## config.mk

```make
export PLATFORM = sky130hd
export DESIGN_NAME = alu_cmd_framer
export DESIGN_NICKNAME = d
export VERILOG_FILES = /design/src/rtl/alu_if_pkg.sv /design/src/rtl/alu_resp_serializer.sv /design/src/rtl/alu_cmd_framer.sv
export SDC_FILE = /design/constraint.sdc
export NUM_CORES = 1
export LEC_CHECK = 0
export BUFFER_PORTS_ARGS = -buffer_cell sky130_fd_sc_hd__buf_2
export CAP_MARGIN = 30
export CORE_MARGIN = 2
export CORE_UTILIZATION = 60
export CTS_CLUSTER_SIZE = 14
export DETAILED_ROUTE_END_ITERATION = 10
export GPL_ROUTABILITY_DRIVEN = 0
export PLACE_DENSITY = 0.85
export RECOVER_POWER = 100
export SYNTH_ARGS = -nofsm -noshare
export SYNTH_HDL_FRONTEND = slang
export SYNTH_SLANG_ARGS = --single-unit
```

## constraint.sdc

```tcl
create_clock -name i_clk -period 4.8 [get_ports i_clk]
set_clock_uncertainty 0.15 [all_clocks]
set_input_delay 0.96 -clock i_clk [delete_from_list [all_inputs] [get_ports i_clk]]
set_output_delay 0.96 -clock i_clk [all_outputs]
set_load 0.005 [all_outputs]
```

## src/rtl/alu_if_pkg.sv

```systemverilog
// Shared definitions for the UART-to-ALU command framer: command and status codes,
// the one-hot frame state encoding and the frame checksum step.
package alu_if_pkg;

  localparam int BYTE_W = 8;

  localparam logic [BYTE_W-1:0] CMD_WR_A  = 8'h00;
  localparam logic [BYTE_W-1:0] CMD_WR_B  = 8'h01;
  localparam logic [BYTE_W-1:0] CMD_WR_OP = 8'h02;
  localparam logic [BYTE_W-1:0] CMD_EXEC  = 8'hFF;

  localparam logic [BYTE_W-1:0] ST_OK      = 8'h00;
  localparam logic [BYTE_W-1:0] ST_BAD_CHK = 8'hE1;
  localparam logic [BYTE_W-1:0] ST_BAD_CMD = 8'hE2;
  localparam logic [BYTE_W-1:0] ST_TIMEOUT = 8'hE3;

  typedef enum logic [3:0] {
    S_IDLE    = 4'b0001,
    S_PAYLOAD = 4'b0010,
    S_CHECK   = 4'b0100,
    S_RESP    = 4'b1000
  } state_e;

  typedef enum logic [1:0] {
    TGT_A    = 2'd0,
    TGT_B    = 2'd1,
    TGT_OP   = 2'd2,
    TGT_EXEC = 2'd3
  } target_e;

  function automatic logic [BYTE_W-1:0] chk_step(input logic [BYTE_W-1:0] acc,
                                                 input logic [BYTE_W-1:0] b);
    return acc ^ b;
  endfunction

endpackage

```

## src/rtl/alu_resp_serializer.sv

```systemverilog
// Response serializer: latches the ALU result, a status byte and a byte count, then
// emits result bytes LSB first followed by the status byte under valid/ready.
module alu_resp_serializer
  import alu_if_pkg::*;
#(
  parameter int NB_DATA = 16,
  parameter int CNT_W   = 2
) (
  input  logic               i_clk,
  input  logic               i_reset_n,
  input  logic               i_load,
  input  logic [NB_DATA-1:0] i_res,
  input  logic [BYTE_W-1:0]  i_status,
  input  logic [CNT_W-1:0]   i_nbytes,
  input  logic               i_tx_ready,
  output logic [BYTE_W-1:0]  o_tx_data,
  output logic               o_tx_valid,
  output logic               o_last
);

  logic [NB_DATA-1:0] res_q, res_d;
  logic [BYTE_W-1:0]  status_q, status_d;
  logic [CNT_W-1:0]   nbytes_q, nbytes_d;
  logic [CNT_W-1:0]   idx_q, idx_d;
  logic               valid_q, valid_d;
  logic [BYTE_W-1:0]  tx_data_q, tx_data_d;
  logic               accept_s;

  // Byte idx of a response of n bytes: result bytes first, status byte last.
  function automatic logic [BYTE_W-1:0] pick(input logic [NB_DATA-1:0] res,
                                             input logic [BYTE_W-1:0]  st,
                                             input logic [CNT_W-1:0]   n,
                                             input logic [CNT_W-1:0]   idx);
    logic [NB_DATA-1:0] sh;
    sh = res >> {idx, 3'b000};
    if (idx < (n - CNT_W'(1))) begin
      return sh[BYTE_W-1:0];
    end else begin
      return st;
    end
  endfunction

  assign accept_s = valid_q && i_tx_ready;
  assign o_last   = accept_s && (idx_q == (nbytes_q - CNT_W'(1)));

  // Next-state logic for the response latch and byte pointer.
  always_comb begin
    res_d     = res_q;
    status_d  = status_q;
    nbytes_d  = nbytes_q;
    idx_d     = idx_q;
    valid_d   = valid_q;
    tx_data_d = tx_data_q;
    if (i_load) begin
      res_d     = i_res;
      status_d  = i_status;
      nbytes_d  = i_nbytes;
      idx_d     = {CNT_W{1'b0}};
      valid_d   = 1'b1;
      tx_data_d = pick(i_res, i_status, i_nbytes, {CNT_W{1'b0}});
    end else if (o_last) begin
      idx_d     = {CNT_W{1'b0}};
      valid_d   = 1'b0;
      tx_data_d = 8'h00;
    end else if (accept_s) begin
      idx_d     = idx_q + CNT_W'(1);
      tx_data_d = pick(res_q, status_q, nbytes_q, idx_q + CNT_W'(1));
    end else begin
      idx_d = idx_q;
    end
  end

  // Response registers.
  always_ff @(posedge i_clk or negedge i_reset_n) begin
    if (!i_reset_n) begin
      res_q     <= {NB_DATA{1'b0}};
      status_q  <= 8'h00;
      nbytes_q  <= {CNT_W{1'b0}};
      idx_q     <= {CNT_W{1'b0}};
      valid_q   <= 1'b0;
      tx_data_q <= 8'h00;
    end else begin
      res_q     <= res_d;
      status_q  <= status_d;
      nbytes_q  <= nbytes_d;
      idx_q     <= idx_d;
      valid_q   <= valid_d;
      tx_data_q <= tx_data_d;
    end
  end

  assign o_tx_data  = tx_data_q;
  assign o_tx_valid = valid_q;

endmodule

```

## src/rtl/alu_cmd_framer.sv

```systemverilog
// Framed command interface between UART RX/TX and the ALU: assembles checksummed
// operand/opcode writes, commits them atomically and returns execute results.
module alu_cmd_framer
  import alu_if_pkg::*;
#(
  parameter int NB_DATA        = 16,
  parameter int NB_OPS         = 6,
  parameter int TIMEOUT_CYCLES = 100000
) (
  input  logic               i_clk,
  input  logic               i_reset_n,
  input  logic [BYTE_W-1:0]  i_rx_data,
  input  logic               i_rx_valid,
  input  logic [NB_DATA-1:0] i_res,
  input  logic               i_tx_ready,
  output logic [NB_DATA-1:0] o_data_a,
  output logic [NB_DATA-1:0] o_data_b,
  output logic [NB_OPS-1:0]  o_ops,
  output logic [BYTE_W-1:0]  o_tx_data,
  output logic               o_tx_valid,
  output logic               o_busy,
  output logic               o_err
);

  localparam int NB_BYTES = NB_DATA / BYTE_W;
  localparam int BCNT_W   = (NB_BYTES > 1) ? $clog2(NB_BYTES) : 1;
  localparam int CNT_W    = $clog2(NB_BYTES + 2);
  localparam int TO_W     = $clog2(TIMEOUT_CYCLES);

  state_e             state_q, state_d;
  target_e            tgt_q, tgt_d;
  logic [BCNT_W-1:0]  bcnt_q, bcnt_d;
  logic [NB_DATA-1:0] stage_q, stage_d;
  logic [BYTE_W-1:0]  chk_q, chk_d;
  logic [TO_W-1:0]    to_q, to_d;
  logic [NB_DATA-1:0] data_a_q, data_a_d;
  logic [NB_DATA-1:0] data_b_q, data_b_d;
  logic [NB_OPS-1:0]  ops_q, ops_d;
  logic               err_q, err_d;
  logic               busy_q, busy_d;

  logic               ser_load_s;
  logic [BYTE_W-1:0]  ser_status_s;
  logic [CNT_W-1:0]   ser_nbytes_s;
  logic               ser_last_s;
  logic               to_hit_s;
  logic               last_pay_s;

  assign to_hit_s   = (to_q == TO_W'(TIMEOUT_CYCLES - 1));
  assign last_pay_s = (tgt_q == TGT_OP) ? 1'b1 : (bcnt_q == BCNT_W'(NB_BYTES - 1));

  // Frame FSM: decode, payload staging, checksum, commit, timeout.
  always_comb begin
    state_d      = state_q;
    tgt_d        = tgt_q;
    bcnt_d       = bcnt_q;
    stage_d      = stage_q;
    chk_d        = chk_q;
    to_d         = to_q;
    data_a_d     = data_a_q;
    data_b_d     = data_b_q;
    ops_d        = ops_q;
    err_d        = 1'b0;
    ser_load_s   = 1'b0;
    ser_status_s = ST_OK;
    ser_nbytes_s = CNT_W'(1);
    case (state_q)
      S_IDLE: begin
        to_d = {TO_W{1'b0}};
        if (i_rx_valid) begin
          chk_d   = i_rx_data;
          bcnt_d  = {BCNT_W{1'b0}};
          stage_d = {NB_DATA{1'b0}};
          case (i_rx_data)
            CMD_WR_A: begin
              tgt_d   = TGT_A;
              state_d = S_PAYLOAD;
            end
            CMD_WR_B: begin
              tgt_d   = TGT_B;
              state_d = S_PAYLOAD;
            end
            CMD_WR_OP: begin
              tgt_d   = TGT_OP;
              state_d = S_PAYLOAD;
            end
            CMD_EXEC: begin
              tgt_d   = TGT_EXEC;
              state_d = S_CHECK;
            end
            default: begin
              ser_load_s   = 1'b1;
              ser_status_s = ST_BAD_CMD;
              err_d        = 1'b1;
              state_d      = S_RESP;
            end
          endcase
        end else begin
          state_d = S_IDLE;
        end
      end
      S_PAYLOAD: begin
        if (i_rx_valid) begin
          to_d  = {TO_W{1'b0}};
          chk_d = chk_step(chk_q, i_rx_data);
          // Operand bytes arrive LSB first, so shift each new byte in at the top.
          if (tgt_q == TGT_OP) begin
            stage_d = NB_DATA'(i_rx_data);
          end else begin
            stage_d = (stage_q >> BYTE_W) | (NB_DATA'(i_rx_data) << (NB_DATA - BYTE_W));
          end
          if (last_pay_s) begin
            bcnt_d  = {BCNT_W{1'b0}};
            state_d = S_CHECK;
          end else begin
            bcnt_d = bcnt_q + BCNT_W'(1);
          end
        end else if (to_hit_s) begin
          to_d         = {TO_W{1'b0}};
          stage_d      = {NB_DATA{1'b0}};
          ser_load_s   = 1'b1;
          ser_status_s = ST_TIMEOUT;
          err_d        = 1'b1;
          state_d      = S_RESP;
        end else begin
          to_d = to_q + TO_W'(1);
        end
      end
      S_CHECK: begin
        if (i_rx_valid) begin
          to_d    = {TO_W{1'b0}};
          stage_d = {NB_DATA{1'b0}};
          if (i_rx_data == chk_q) begin
            state_d = S_IDLE;
            case (tgt_q)
              TGT_A:  data_a_d = stage_q;
              TGT_B:  data_b_d = stage_q;
              TGT_OP: ops_d    = stage_q[NB_OPS-1:0];
              TGT_EXEC: begin
                ser_load_s   = 1'b1;
                ser_status_s = ST_OK;
                ser_nbytes_s = CNT_W'(NB_BYTES + 1);
                state_d      = S_RESP;
              end
              default: state_d = S_IDLE;
            endcase
          end else begin
            ser_load_s   = 1'b1;
            ser_status_s = ST_BAD_CHK;
            err_d        = 1'b1;
            state_d      = S_RESP;
          end
        end else if (to_hit_s) begin
          to_d         = {TO_W{1'b0}};
          stage_d      = {NB_DATA{1'b0}};
          ser_load_s   = 1'b1;
          ser_status_s = ST_TIMEOUT;
          err_d        = 1'b1;
          state_d      = S_RESP;
        end else begin
          to_d = to_q + TO_W'(1);
        end
      end
      S_RESP: begin
        // Incoming RX bytes are ignored until the response has drained.
        if (ser_last_s) begin
          state_d = S_IDLE;
        end else begin
          state_d = S_RESP;
        end
      end
      default: begin
        state_d = S_IDLE;
      end
    endcase
    busy_d = (state_d != S_IDLE);
  end

  // Frame state, staging and operand registers.
  always_ff @(posedge i_clk or negedge i_reset_n) begin
    if (!i_reset_n) begin
      state_q  <= S_IDLE;
      tgt_q    <= TGT_A;
      bcnt_q   <= {BCNT_W{1'b0}};
      stage_q  <= {NB_DATA{1'b0}};
      chk_q    <= 8'h00;
      to_q     <= {TO_W{1'b0}};
      data_a_q <= {NB_DATA{1'b0}};
      data_b_q <= {NB_DATA{1'b0}};
      ops_q    <= {NB_OPS{1'b0}};
      err_q    <= 1'b0;
      busy_q   <= 1'b0;
    end else begin
      state_q  <= state_d;
      tgt_q    <= tgt_d;
      bcnt_q   <= bcnt_d;
      stage_q  <= stage_d;
      chk_q    <= chk_d;
      to_q     <= to_d;
      data_a_q <= data_a_d;
      data_b_q <= data_b_d;
      ops_q    <= ops_d;
      err_q    <= err_d;
      busy_q   <= busy_d;
    end
  end

  alu_resp_serializer #(
    .NB_DATA (NB_DATA),
    .CNT_W   (CNT_W)
  ) u_resp (
    .i_clk      (i_clk),
    .i_reset_n  (i_reset_n),
    .i_load     (ser_load_s),
    .i_res      (i_res),
    .i_status   (ser_status_s),
    .i_nbytes   (ser_nbytes_s),
    .i_tx_ready (i_tx_ready),
    .o_tx_data  (o_tx_data),
    .o_tx_valid (o_tx_valid),
    .o_last     (ser_last_s)
  );

  assign o_data_a = data_a_q;
  assign o_data_b = data_b_q;
  assign o_ops    = ops_q;
  assign o_busy   = busy_q;
  assign o_err    = err_q;

endmodule

```

==> flow_summary.ini <==
[yosys]
synth_area_mm2 = 0.00567
synth_fp_nets = 532
synth_edf_count = 0
synthTopCellsByArea = dfrtp_1 (52%), mux2_2 (10%), o21ai_0 (3.3%)
yosysMostFrequentCell = dfrtp_1
synth.largest_area_cell = dfrtp_1
synth-async-reset-ratio = 1.00
synth_cells = 501
seq_area_frac_synth = 0.530
synth_flop_cell = dfrtp_1
yosys_warnings = 0
avgSynthCellArea_um2 = 11.3
synthTopCellsByCount = dfrtp_1 (119), mux2_2 (52), nand2_1 (38)
synth_top_area_frac = 0.525
synth-seq-cells = 120
synth_cell_type_count = 57

[clocking]
cts_tree = built
htreeDepth = 4
cts_buffer_depth = 2
cts_hold_repair.buffers = 0
numCtsBuffers = 17
clock_tree.root_cell = clkbuf_8
clk_pin_slew_ns = 0.06
clock_sinks = 120
post_cts_resized = 0
cts_setup_buffers = 0
clock_latency_ns = 0.52

[worst_setup_path]
crit_fanout = 17
cp_data_required_time_ns = 5.05
critPathArrivalTime_ns = 3.64
critPathKind = primary input to flop
worstSetupEndpointType = flop
crit_chain = clkbuf_1 > nand2_1 > or3_1 > and3_1 > a211oi_1 > buf_8 > mux2_2
max_stage_delay_ns = 1.03
cp-start-kind = primary input
crit_path_top_delay_cell = a211oi_1

[grt]
grt_pass1_vias = 4255
top_usage_layer = met2
met2_usage = 0.419
grt_max_degree = 73
use_met1 = 0.356
grt_pass1_wl_um = 21000
met3_usage = 0.0621
globalRoute.totalOverflow = 0
grt_usage = 0.265
antenna_found_initial = 0

[sta]
worst_slew_pin_slew_ns = 1.75
whs_ns = 0.331
period_share = 0.706
grt_setup_unrepaired = false
slew_headroom = -0.167
fmax_mhz = 295
hold_viol_final = 0
period_needed_ns = 3.39
final-setup-viol-count = 0
fin_tns_setup_ns = 0
drv_slew = 73

[routing]
first_pass_iters = 4
ant_nets = 0
routed_wl_um = 12600
vias = 4257
vias_per_cell = 6.07
drtIter0Drc = 266
wl_per_cell_um = 18.0
drc = 0

[floorplan]
die_area_mm2 = 0.0102
initial_core_util = 0.617
rows = 35
top_level_ports = 77
die_y_um = 101
die_w_um = 101
core_area_mm2 = 0.00920

[cells_and_area]
num_antenna_cells = 0
fin_cells = 701
area_growth_pct = 15.9
final_nets = 608
nFillCells = 648
drive_gt1_frac = 0.251

[outcome]
outcome = complete, but fails checks
violations = capacitance limit, slew limit

[placed_design]
place_inst = 669
post-dp-hpwl_um = 8190
numPortBuffers = 76

[worst_hold_path]
hold_class = flop to flop

[power_and_ir_drop]
p_leak_nw = 3.17
vdd_drop_max_uv = 292
p_per_area_mw_per_mm2 = 498

[flow_run]
drv_cap = 1
-- path summary, 6_finish.rpt --
kind	from	endpoint	slack, ns	cells after the start
max in group asynchronous	i_reset_n	stage_q[11]	2.07	2
hold / removal	bcnt_q	bcnt_q	0.33	1
setup reg to reg	to_q[0]	u_resp.res_q[1]	1.50	7
setup / recovery	i_rx_data[2]	u_resp.res_q[1]	1.41	7
hold reg to reg	bcnt_q	bcnt_q	0.33	1
min in group asynchronous	i_reset_n	to_q[9]	0.77	1
-- worst max-delay path: cells and delay by family --
family	cells	cell delay, ns
muxes	1	0.35
AOI/OAI and AO/OA	1	1.03
and+or+nand+nor	3	0.71
buffers and inverters	2	0.58
-- power breakdown --
part / switching (mW) / internal [mW] / total [mW] / leakage (nW)
Combinational: 0.449 / 0.348 / 0.798 / 1.32
Clock: 0.496 / 0.646 / 1.14 / 0.259
Sequential: 0.139 / 1.19 / 1.33 / 1.59
-- per-layer routing --
metal	share of wire	vias to the layer above	wire length, µm
met2	0.49	176	6180
met5	0	-	0
met3	0.059	29	741
met4	0.026	0	322
met1	0.43	2077	5370
li1	-	1975	-
-- area by class of cell --
type                    instances  area (µm²)  share of cell area
multi-input cells             343        2450               0.373
flip-flops and latches        120        3000               0.457
repair buffers                 85         408              0.0620
well taps                     111         139              0.0211
clock inverters                14         115              0.0175
clock buffers                  18         418              0.0636
inverters                      10        37.5             0.00571
-- per-stage QoR --
stage / total power, mW / setup slack [ns] / util / cell area (µm²)
after floorplan: 1.91 / 1.80 / - / 5670
final: 3.27 / 1.41 / 0.715 / 6570
after global placement: 2.09 / 1.34 / 0.662 / 6090
after CTS: 3.30 / 2.07 / 0.723 / 6650
after detailed placement: 2.15 / 1.55 / 0.665 / 6110
after global routing: 3.44 / 1.19 / 0.715 / 6570
-- layout by cell type (no fill, tap or decap), drive strengths merged, types with 2 or more instances in the layout --
| cell | instances |
|---|---|
| o211ai | 5 |
| clkinvlp | 2 |
| nor4b | 2 |
| dfrtp | 119 |
| and3 | 6 |
| nor2b | 6 |
| nor4 | 6 |
| a21o | 5 |
| mux2 | 54 |
| o31ai | 7 |
| xor2 | 13 |
| nor2 | 26 |
| buf | 56 |
| mux2i | 10 |
| a21oi | 28 |
| nand4 | 7 |
| nor4bb | 2 |
| or3 | 2 |
| o21ai | 38 |
| xnor2 | 4 |
| a22oi | 8 |
| a22o | 9 |
| clkbuf | 47 |
| inv | 16 |
| o2bb2ai | 8 |
| nand3 | 22 |
| nand2b | 4 |
| clkinv | 6 |
| and2 | 5 |
| a211oi | 2 |
| ha | 3 |
| a2bb2oi | 8 |
| nand2 | 38 |
| nor3 | 4 |
-- cell families (layout without fill, tap and decap cells) --
| family | count (synthesis) | count (layout) | share of synthesized area |
|---|---|---|---|
| and+or+nand+nor | 133 | 133 | 0.125 |
| AOI/OAI and AO/OA | 125 | 125 | 0.147 |
| DFF | 120 | 120 | 0.530 |
| muxes | 64 | 64 | 0.125 |
| buffers and inverters | 38 | 127 | 0.0351 |
| xor gates and xnor gates | 18 | 18 | 0.0315 |
| adders and majority gates | 3 | 3 | 0.00662 |
-- flip-flops by register name, indices dropped and copies added (netlist names) --
signal and cells:
o_err 1, o_data_a 16, u_resp.nbytes_q 2, u_resp.res_q 16, o_busy 1, bcnt_q 1
to_q 17, tgt_q 2, u_resp.o_tx_valid 1, state_q 4, o_data_b 16, u_resp.o_tx_data 8
o_ops 6, u_resp.status_q 3, stage_q 16, chk_q 8, u_resp.idx_q 2
Power figures use the tool's default switching activity.
